**src/rtl/hazard_stall_unit_pkg.sv**
```systemverilog
// Shared types and latency defaults for the hazard stall unit, forwarding and MUL blocks.
package hazard_stall_unit_pkg;

  localparam int NREGS        = 32;
  localparam int LOAD_LAT_DEF = 1;
  localparam int LONG_LAT_DEF = 4;

  typedef logic [4:0] regaddr_t;

  localparam regaddr_t X0 = 5'd0;

  typedef enum logic [1:0] {
    LAT_NONE,
    LAT_LOAD,
    LAT_LONG
  } lat_class_t;

  // A long-latency op dominates when both class flags are (illegally) set.
  function automatic lat_class_t lat_class(input logic mem_read, input logic long_op);
    if (long_op) return LAT_LONG;
    if (mem_read) return LAT_LOAD;
    return LAT_NONE;
  endfunction

endpackage

```
**src/rtl/hazard_stall_unit_if.sv**
```systemverilog
// Decode-stage view of the hazard stall unit: ID instruction fields in, stall/bubble control out.
interface hazard_stall_unit_if;
  import hazard_stall_unit_pkg::*;

  logic     issue_valid;
  regaddr_t readReg1;
  regaddr_t readReg2;
  logic     use1;
  logic     use2;
  regaddr_t writeReg_ID;
  logic     regWrite_ID;
  logic     memRead_ID;
  logic     longOp_ID;
  logic     flush;
  logic     stallF;
  logic     stallD;
  logic     flushE;
  logic     busyLong;

  modport master (
    output issue_valid, readReg1, readReg2, use1, use2,
           writeReg_ID, regWrite_ID, memRead_ID, longOp_ID, flush,
    input  stallF, stallD, flushE, busyLong
  );

  modport slave (
    input  issue_valid, readReg1, readReg2, use1, use2,
           writeReg_ID, regWrite_ID, memRead_ID, longOp_ID, flush,
    output stallF, stallD, flushE, busyLong
  );

endinterface

```
**src/rtl/hazard_stall_unit_countdown.sv**
```systemverilog
// One saturating countdown entry: load wins over decrement, busy while non-zero.
module hazard_countdown #(
  parameter int W = 3
) (
  input  logic         clk,
  input  logic         reset,
  input  logic         load_i,
  input  logic [W-1:0] load_val_i,
  output logic         busy_o
);

  logic [W-1:0] cnt_q;
  logic [W-1:0] cnt_d;

  always_comb begin
    cnt_d = cnt_q;
    if (load_i) begin
      cnt_d = load_val_i;
    end else if (cnt_q != '0) begin
      cnt_d = cnt_q - 1'b1;
    end
  end

  always_ff @(posedge clk) begin
    if (reset) begin
      cnt_q <= '0;
    end else begin
      cnt_q <= cnt_d;
    end
  end

  assign busy_o = (cnt_q != '0);

endmodule

```
**src/rtl/hazard_stall_unit.sv**
```systemverilog
// Stalls the ID instruction until its operands are forwardable and the long-latency unit is free.
// Optional HAZARD_STALL_STATS_EN adds stall_cycles / raw_events counters.
module hazard_stall_unit #(
  parameter int NREGS    = hazard_stall_unit_pkg::NREGS,
  parameter int LOAD_LAT = hazard_stall_unit_pkg::LOAD_LAT_DEF,
  parameter int LONG_LAT = hazard_stall_unit_pkg::LONG_LAT_DEF,
  parameter int CNT_W    = $clog2(LONG_LAT + 1)
) (
  input  logic                clk,
  input  logic                reset,
  hazard_stall_unit_if.slave  id_if
`ifdef HAZARD_STALL_STATS_EN
  ,
  output logic [31:0]         stall_cycles,
  output logic [31:0]         raw_events
`endif
);
  import hazard_stall_unit_pkg::*;

  logic [NREGS-1:0] reg_busy;
  logic             long_busy;
  logic             raw;
  logic             waw;
  logic             strc;
  logic             stall;
  logic             accept;
  logic             wr_en;
  logic [CNT_W-1:0] wr_val;

  // x0 has no entry; a constant-zero busy bit keeps the lookups uniform.
  assign reg_busy[0] = 1'b0;

  generate
    for (genvar gi = 1; gi < NREGS; gi++) begin : g_reg_cnt
      hazard_countdown #(.W(CNT_W)) u_cnt (
        .clk        (clk),
        .reset      (reset),
        .load_i     (wr_en && (id_if.writeReg_ID == regaddr_t'(gi))),
        .load_val_i (wr_val),
        .busy_o     (reg_busy[gi])
      );
    end
  endgenerate

  hazard_countdown #(.W(CNT_W)) u_long_cnt (
    .clk        (clk),
    .reset      (reset),
    .load_i     (accept && id_if.longOp_ID),
    .load_val_i (CNT_W'(LONG_LAT)),
    .busy_o     (long_busy)
  );

  assign raw = id_if.issue_valid &&
               ((id_if.use1 && (id_if.readReg1 != X0) && reg_busy[id_if.readReg1]) ||
                (id_if.use2 && (id_if.readReg2 != X0) && reg_busy[id_if.readReg2]));

  assign waw = id_if.issue_valid && id_if.regWrite_ID &&
               (id_if.writeReg_ID != X0) && reg_busy[id_if.writeReg_ID];

  assign strc = id_if.issue_valid && id_if.longOp_ID && long_busy;

  // A killed instruction must never hold the front end.
  assign stall  = (raw || waw || strc) && !id_if.flush;
  assign accept = id_if.issue_valid && !stall && !id_if.flush;
  assign wr_en  = accept && id_if.regWrite_ID && (id_if.writeReg_ID != X0);

  always_comb begin
    wr_val = '0;
    case (lat_class(id_if.memRead_ID, id_if.longOp_ID))
      LAT_LOAD: wr_val = CNT_W'(LOAD_LAT);
      LAT_LONG: wr_val = CNT_W'(LONG_LAT);
      default:  wr_val = '0;
    endcase
  end

  assign id_if.stallF   = stall;
  assign id_if.stallD   = stall;
  assign id_if.flushE   = stall;
  assign id_if.busyLong = long_busy;

`ifdef HAZARD_STALL_STATS_EN
  logic [31:0] stall_cycles_q;
  logic [31:0] raw_events_q;
  logic        stall_prev_q;

  always_ff @(posedge clk) begin
    if (reset) begin
      stall_cycles_q <= '0;
      raw_events_q   <= '0;
      stall_prev_q   <= 1'b0;
    end else begin
      if (stall) begin
        stall_cycles_q <= stall_cycles_q + 32'd1;
      end
      if (stall && raw && !stall_prev_q) begin
        raw_events_q <= raw_events_q + 32'd1;
      end
      stall_prev_q <= stall;
    end
  end

  assign stall_cycles = stall_cycles_q;
  assign raw_events   = raw_events_q;
`endif

endmodule
```
**src/flat_wrapper.sv**
```systemverilog
// flat-port wrapper written by rule: the top's interface ports become plain ports
module hazard_stall_unit_flat import hazard_stall_unit_pkg::*;
#(
  parameter int NREGS    = hazard_stall_unit_pkg::NREGS,
  parameter int LOAD_LAT = hazard_stall_unit_pkg::LOAD_LAT_DEF,
  parameter int LONG_LAT = hazard_stall_unit_pkg::LONG_LAT_DEF,
  parameter int CNT_W    = $clog2(LONG_LAT + 1)
)
  (clk, reset, id_if_issue_valid, id_if_readReg1, id_if_readReg2, id_if_use1, id_if_use2, id_if_writeReg_ID, id_if_regWrite_ID, id_if_memRead_ID, id_if_longOp_ID, id_if_flush, id_if_stallF, id_if_stallD, id_if_flushE, id_if_busyLong);
  hazard_stall_unit_if id_if_i ();
  input  logic clk;
  input  logic reset;
  input wire logic [$bits(id_if_i.issue_valid)-1:0] id_if_issue_valid;
  input wire logic [$bits(id_if_i.readReg1)-1:0] id_if_readReg1;
  input wire logic [$bits(id_if_i.readReg2)-1:0] id_if_readReg2;
  input wire logic [$bits(id_if_i.use1)-1:0] id_if_use1;
  input wire logic [$bits(id_if_i.use2)-1:0] id_if_use2;
  input wire logic [$bits(id_if_i.writeReg_ID)-1:0] id_if_writeReg_ID;
  input wire logic [$bits(id_if_i.regWrite_ID)-1:0] id_if_regWrite_ID;
  input wire logic [$bits(id_if_i.memRead_ID)-1:0] id_if_memRead_ID;
  input wire logic [$bits(id_if_i.longOp_ID)-1:0] id_if_longOp_ID;
  input wire logic [$bits(id_if_i.flush)-1:0] id_if_flush;
  output wire logic [$bits(id_if_i.stallF)-1:0] id_if_stallF;
  output wire logic [$bits(id_if_i.stallD)-1:0] id_if_stallD;
  output wire logic [$bits(id_if_i.flushE)-1:0] id_if_flushE;
  output wire logic [$bits(id_if_i.busyLong)-1:0] id_if_busyLong;
  assign id_if_i.issue_valid = id_if_issue_valid;
  assign id_if_i.readReg1 = id_if_readReg1;
  assign id_if_i.readReg2 = id_if_readReg2;
  assign id_if_i.use1 = id_if_use1;
  assign id_if_i.use2 = id_if_use2;
  assign id_if_i.writeReg_ID = id_if_writeReg_ID;
  assign id_if_i.regWrite_ID = id_if_regWrite_ID;
  assign id_if_i.memRead_ID = id_if_memRead_ID;
  assign id_if_i.longOp_ID = id_if_longOp_ID;
  assign id_if_i.flush = id_if_flush;
  assign id_if_stallF = id_if_i.stallF;
  assign id_if_stallD = id_if_i.stallD;
  assign id_if_flushE = id_if_i.flushE;
  assign id_if_busyLong = id_if_i.busyLong;
  hazard_stall_unit #(.NREGS(NREGS), .LOAD_LAT(LOAD_LAT), .LONG_LAT(LONG_LAT), .CNT_W(CNT_W)) u_core (.clk(clk), .reset(reset), .id_if(id_if_i));
endmodule
```
**config.mk**
```make
export PLATFORM = sky130hd
export DESIGN_NAME = hazard_stall_unit_flat
export DESIGN_NICKNAME = d
export VERILOG_FILES = /design/src/rtl/hazard_stall_unit_pkg.sv /design/src/rtl/hazard_stall_unit_if.sv /design/src/rtl/hazard_stall_unit_countdown.sv /design/src/rtl/hazard_stall_unit.sv /design/src/flat_wrapper.sv
export SDC_FILE = /design/constraint.sdc
export NUM_CORES = 1
export LEC_CHECK = 0
export CAP_MARGIN = 20
export CORE_MARGIN = 2
export CORE_UTILIZATION = 58
export CTS_BUF_LIST = sky130_fd_sc_hd__clkbuf_4
export DETAILED_ROUTE_END_ITERATION = 10
export MAX_ROUTING_LAYER = met4
export PLACE_DENSITY = 0.79
export SLEW_MARGIN = 30
export SYNTH_ARGS = -nofsm -noshare
export SYNTH_HDL_FRONTEND = slang
export SYNTH_HIERARCHICAL = 1
export SYNTH_SLANG_ARGS = --single-unit
```
**constraint.sdc**
```tcl
create_clock -name clk -period 3.4 [get_ports clk]
set_input_delay 0.51 -clock clk [delete_from_list [all_inputs] [get_ports clk]]
set_output_delay 0.51 -clock clk [all_outputs]
set_load 0.01 [all_outputs]
```
After elaboration in Yosys (flattened, before gate mapping)
Index checks and enable logic that the tools add are counted.
Storage, ports and cells
  register bits after elaboration: 96
  input port bits: 24
  output and inout port bits: 4
  word-level logic and storage cells: 299
Operators by class
  $add $sub $neg: 32
  $lt $le $gt $ge: 3
  equality and inequality tests: 33
  multiplexer cells: 78
  reduce and logical (&&, ||, !) cells: 120
Operators with widths (number)
  3-bit two-way mux: 64
  3-bit nonzero test: 32
  3-bit by 1-bit subtractor with 3-bit output (second input constant): 32
  5-bit == test (second input constant): 16
  2-bit nonzero test: 32
  1-bit logical AND: 47
  5-bit by 4-bit == test with 1-bit output (second input constant): 8
  5-bit by 3-bit == test with 1-bit output (second input constant): 4
  5-bit by 6-bit < comparator with 1-bit output (second input constant): 3
  1-bit binary-select mux with 5-bit select: 3
  5-bit nonzero test: 3
  5-bit by 2-bit == test with 1-bit output (second input constant): 2
  2-bit two-way mux: 4
  1-bit two-way mux: 6
  3-bit one-hot mux with 2 select lines: 1
  5-bit by 1-bit == test with 1-bit output (second input constant): 1
  1-bit logical OR: 3
  2-bit by 1-bit == test with 1-bit output (second input constant): 1
  2-bit == test (second input constant): 1
  1-bit logical NOT: 2
  2-bit OR reduction: 1

Depth between registers and ports, before layout
  depth in word-level cells: 16
  depth in mapped cells: 12
  depth with buffers taken out: 11

By module
The synthesis kept the hierarchy.
Modules (own cells, without submodules)
  hazard_countdown: times used 32, cells each 21, area an instance 202.7 um^2, sequential area each 60.1 um^2
  hazard_stall_unit: times used 1, cells each 163, area an instance 1487.7 um^2, sequential area each 0.0 um^2

Least setup slack after synthesis
Ideal clock, no wire load.
  path type: in2reg
  start: input port id_if_writeReg_ID[1]
  end: register u_core.g_reg_cnt[11].u_cnt.cnt_q[0]
  library setup time: 112 ps
  arrival: 3152 ps
  required time: 3288 ps
  setup slack: 136 ps
  cell stages on the path: 11
  buffers on the path: 3
  path through: buf_2 -> buf_6 -> mux2i_1 -> a22oi_1 -> and3_1 -> o41ai_4 -> o311ai_4 -> buf_6 -> nor4_1 -> nor2b_1 -> a2111oi_1
On the way
  cells in the longest elaborated chain, start to end: 13
  elaborated cells between the ends (all ways): 17
  classes of those cells: eq/ne (1); mux (3); reduce/logical (13)
RTL lines
  start: declaration: line flat_wrapper.sv:18  | input wire logic [$bits(id_if_i.writeReg_ID)-1:0] id_if_writeReg_ID;
  1-bit binary-select mux with 5-bit select or 5-bit nonzero test (tied branches): line hazard_stall_unit.sv:58, hazard_stall_unit.sv:65
  1-bit two-way mux (not written as such) or 1-bit logical AND (tied branches): line hazard_stall_unit.sv:58, hazard_stall_unit.sv:57
  1-bit logical AND: line hazard_stall_unit.sv:58  | (id_if.writeReg_ID != X0) && reg_busy[id_if.writeReg_ID];
  1-bit logical OR (2 in a row): line hazard_stall_unit.sv:63  | assign stall = (raw || waw || strc) && !id_if.flush;
  1-bit logical AND: line hazard_stall_unit.sv:63
  1-bit logical NOT: line hazard_stall_unit.sv:64  | assign accept = id_if.issue_valid && !stall && !id_if.flush;
  1-bit logical AND (2 in a row): line hazard_stall_unit.sv:64
  1-bit logical AND (2 in a row): line hazard_stall_unit.sv:65  | assign wr_en = accept && id_if.regWrite_ID && (id_if.writeReg_ID != X0);
  1-bit logical AND *: line hazard_stall_unit.sv:38  | .load_i (wr_en && (id_if.writeReg_ID == regaddr_t'(gi))),
  3-bit two-way mux or 2-bit nonzero test (tied branches)
  end signal: assignment: line hazard_stall_unit_countdown.sv:28  | cnt_q <= cnt_d;
  end: declaration: line hazard_stall_unit_countdown.sv:12  | logic [W-1:0] cnt_q;
Every way passes the cells marked *; elsewhere a longest branch is shown, timed or not. The select of a mux whose other input is x is not followed.
A chain may end at the register's enable or synchronous reset.

Worst setup path after layout
  start: register u_core.g_reg_cnt[2].u_cnt.cnt_q[0]
  end: register u_core.g_reg_cnt[17].u_cnt.cnt_q[1]
On the way
  cells in the longest elaborated chain, start to end: 16
  elaborated cells between the ends (all ways): 23
  classes of those cells: mux (7); reduce/logical (16)
RTL lines
  start: declaration: line hazard_stall_unit_countdown.sv:12
  start signal: assignment: line hazard_stall_unit_countdown.sv:28
  3-bit nonzero test *: line hazard_stall_unit_countdown.sv:32  | assign busy_o = (cnt_q != '0);
  via u_core.reg_busy[2]: line hazard_stall_unit.sv:20  | logic [NREGS-1:0] reg_busy;
  1-bit binary-select mux with 5-bit select (on tied branches): line hazard_stall_unit.sv:54, hazard_stall_unit.sv:55
  1-bit two-way mux (on tied branches): line hazard_stall_unit.sv:54, hazard_stall_unit.sv:55
  1-bit logical AND (on tied branches): line hazard_stall_unit.sv:54, hazard_stall_unit.sv:55
  1-bit logical OR: line hazard_stall_unit.sv:54  | ((id_if.use1 && (id_if.readReg1 != X0) && reg_busy[id_if.readReg1]) ||
  1-bit logical AND: line hazard_stall_unit.sv:53  | assign raw = id_if.issue_valid &&
  1-bit logical OR * (2 in a row): line hazard_stall_unit.sv:63
  1-bit logical AND *: line hazard_stall_unit.sv:63
  1-bit logical NOT *: line hazard_stall_unit.sv:64
  1-bit logical AND * (2 in a row): line hazard_stall_unit.sv:64
  1-bit logical AND * (2 in a row): line hazard_stall_unit.sv:65
  1-bit logical AND *: line hazard_stall_unit.sv:38
  3-bit two-way mux or 2-bit nonzero test (tied branches)
  end signal: assignment: line hazard_stall_unit_countdown.sv:28
  end: declaration: line hazard_stall_unit_countdown.sv:12
The timed path passes the listed nets; every way through them passes the cells marked *. The select of a mux whose other input is x is not followed.

==> results.ini <==
[cts]
clock_latency_ns = 0.50
holdBufCountCts = 0
root_buffer = clkbuf_4
clockBufferDepth = 2
cts_made_buffers = 9
cts_tree = done
clock-sinks = 96
cts.clk_slew.worst_paths_ns = 0.14
htreeDepth = 3

[logic_synthesis]
syn-cell-area_sq_um = 7970
synth_ff_type = dfxtp_1
synthXorXnorAreaFrac_pct = 0
synth_fa_ha_area_share_pct = 10.0
synthArstFlopShare_pct = 0
synthCells = 835
syn_avg_cell_area_sq_um = 9.55
synth_compound_area_share_pct = 16.9
synth.area.mux_share_pct = 7.11
synth-seq-cells = 96
yosysSeqAreaShare_pct = 24.1
synth_top_area_share_pct = 24.1
synth_top_family_by_area = simple AND/OR/NAND/NOR gates
synth_area_leader_cell = dfxtp_1
synth_edf_count = 0
synth-simple-area-share_pct = 35.2
synth_cell_types = 47
synth_area_leaders = dfxtp_1 (24%), nor2b_1 (13%), ha_1 (10%), a2111oi_1 (8.0%), nor4b_1 (7.1%)
ys_warn_count = 6

[worst_setup_path]
max_stage_delay_ns = 0.50
crit_chain = inv_1 > ha_2 > nand2b_4 > mux4_1 > nor2b_1 > nor2_1 > a221oi_4 > o311ai_4 > buf_6 > clkbuf_16 > nor4_2 > buf_4 > nor2b_1 > a2111oi_2
slowest_stage = mux4_1
critPathRequiredTime_ns = 3.78
cp_max_fo = 8
worst_setup_path_end_kind = flip-flop
critPathKind = flip-flop to flip-flop
critPathLaunchType = flip-flop
critPathArrivalTime_ns = 3.90
cp_common_cell = nor2b_1

[cells_and_area]
nets = 1088
seqCellArea_sq_um = 1930
instances_no_fill = 1181
area_growth_pct = 30.7
diodes = 0
finish.utilization_pct = 78.1
final_cell_mix = nor2b_1 (166), buf_4 (111), dfxtp_1 (87)
layout_commonest_cell = nor2b_1
final_layout_size_suffix_gt1_share_pct = 34.4
fillCellCount = 771
multi_input_area_sq_um = 6530

[power]
p_total_mw = 8.33
ir_worst_vdd_mv = 0.480
powerDensity_nw_per_um2 = 800
leakage_nw = 3.92

[timing]
setup_viol = 34
worstMarginPinSlew_ns = 0.795
finalClockSkew_ns = 0.0203
hold_ws_ns = 0.609
fin_crit_sh_pct = 104
finalHoldViolations = 0
layout_min_cycle_time_ns = 3.52
rsz0062_at_grt = yes
slew_headroom_pct = 47.0
tns_ns = -1.52
setup_slack_ns = -0.120
max_freq_ghz = 0.284
slew_violations = 0

[drt]
antenna_left = 0
drt_iter0_drc = 549
post_drt_via_cell_ratio = 6.24
dr_total_vias = 7366
dr.pass1.iters = 5
wl_per_cell_um = 19.2
drc = 0
routed_wirelength_um = 22600

[status]
status = finished with violations
violations = negative setup slack

[global_routing]
grt_pass1_vias = 6902
grtUsageTotal_pct = 28.7
grt_max_degree = 50
grt_overflow = 0
grt_pass1_wl_um = 32700
antenna_found_initial = 0

[placed_design]
dpl.cell_count = 1120
io_buffers = 27
dp_hpwl_um = 14400
gp_congestion = 0.897

[floorplanning]
die-area_sq_um = 14700
start_util_pct = 59.7
std_cell_rows = 42
num_io_pins = 28
dieWidth_um = 121
die_y_um = 121
coreArea_sq_um = 13300

[min_path]
min_path_type = flip-flop to flip-flop

[run]
drv_cap = 0

==> worst max-delay path, delay by kind of cell (launching register included) <==
kind / cells / cell delay [ns]
and+or+nand+nor: 5 / 0.74
DFF: 1 / 0.36
buffers and inverters: 4 / 0.66
muxes: 1 / 0.50
adders and majority gates: 1 / 0.24
AOI/OAI and AO/OA: 3 / 0.90
==> cell families after synthesis <==
logic type               Yosys count
AO/OA/AOI/OAI                    117
multiplexers                      37
buffers and inverters            122
AND/OR/NAND/NOR                  397
adder cells (fa/ha/maj)           64
flip-flops                        96
other                              2
==> final cells by class <==
| cell class | count | area share, % |
|---|---|---|
| inverters | 98 | 3.53 |
| multi-input cells | 649 | 62.6 |
| well taps | 176 | 2.11 |
| clock inverters | 4 | 0.432 |
| flip-flops and latches | 96 | 18.5 |
| clock buffers | 12 | 0.864 |
| repair buffers | 146 | 11.9 |
==> path summary, 6_finish.rpt <==
check | to | slack, ns | from | cells past startpoint
setup / recovery | u_core/g_reg_cnt[17].u_cnt/cnt_q[1] | -0.12 | u_core/g_reg_cnt[2].u_cnt/cnt_q[0] | 14
hold / removal | u_core/g_reg_cnt[14].u_cnt/cnt_q[0] | 0.61 | u_core/g_reg_cnt[14].u_cnt/cnt_q[0] | 2
setup reg to reg | u_core/g_reg_cnt[17].u_cnt/cnt_q[1] | -0.12 | u_core/g_reg_cnt[2].u_cnt/cnt_q[0] | 14
hold reg to reg | u_core/g_reg_cnt[14].u_cnt/cnt_q[0] | 0.61 | u_core/g_reg_cnt[14].u_cnt/cnt_q[0] | 2
==> registers in the layout, summed over array words and instances (netlist names) <==
register                      cells
u_core/u_long_cnt/cnt_q           3
u_core/g_reg_cnt.u_cnt/cnt_q     93
==> metrics by stage <==
step	setup WS, ns	area, sq um
2_1_floorplan	0.136	8090
3_3_place_gp	-0.453	9010
3_5_place_dp	-0.613	9010
4_1_cts	-0.00416	9520
5_1_grt	-0.261	10400
6_report	-0.120	10400
==> synth_stat cells (3+ instances only) <==
master / number
clkbuf_1: 9
or3b_1: 32
a22oi_1: 3
a2111oi_1: 64
mux4_2: 10
mux4_1: 4
nor4_1: 21
inv_1: 98
nor4b_1: 65
buf_4: 3
dfxtp_1: 96
nor2b_1: 168
nand2_1: 7
nor2_1: 4
or2b_1: 32
ha_1: 64
nand3_1: 5
a21oi_1: 4
nor4_2: 10
nand3b_1: 5
mux2i_1: 21
and3_1: 3
buf_6: 5
a311oi_2: 33
nand2b_1: 36
buf_1: 3
buf_2: 3
==> per-layer routing <==
metal	track usage, %	part of all wire, %	wire length (um)	vias up
li1	-	-	-	3411
met1	33.3	40	9080	3592
met2	49.0	50	11400	263
met3	5.26	5.3	1200	100
met4	11.8	4.3	972	0
met5	-	0	0	-
==> repair_timing <==
item | CTS | global route
setup buffers | 13 | 29
resized for setup | 74 | 119
setup endpoints to repair | 60 | 71
pin swaps | 6 | 32
cloned | 0 | 3
==> power by group <==
part	total (mW)	internal, mW	leakage [nW]	switching [mW]
sequential	2.08	1.64	0.800	0.441
combinational	5.60	2.91	3.05	2.69
clock	0.645	0.245	0.0726	0.400
No activity file was read; power rests on OpenSTA's default activity.
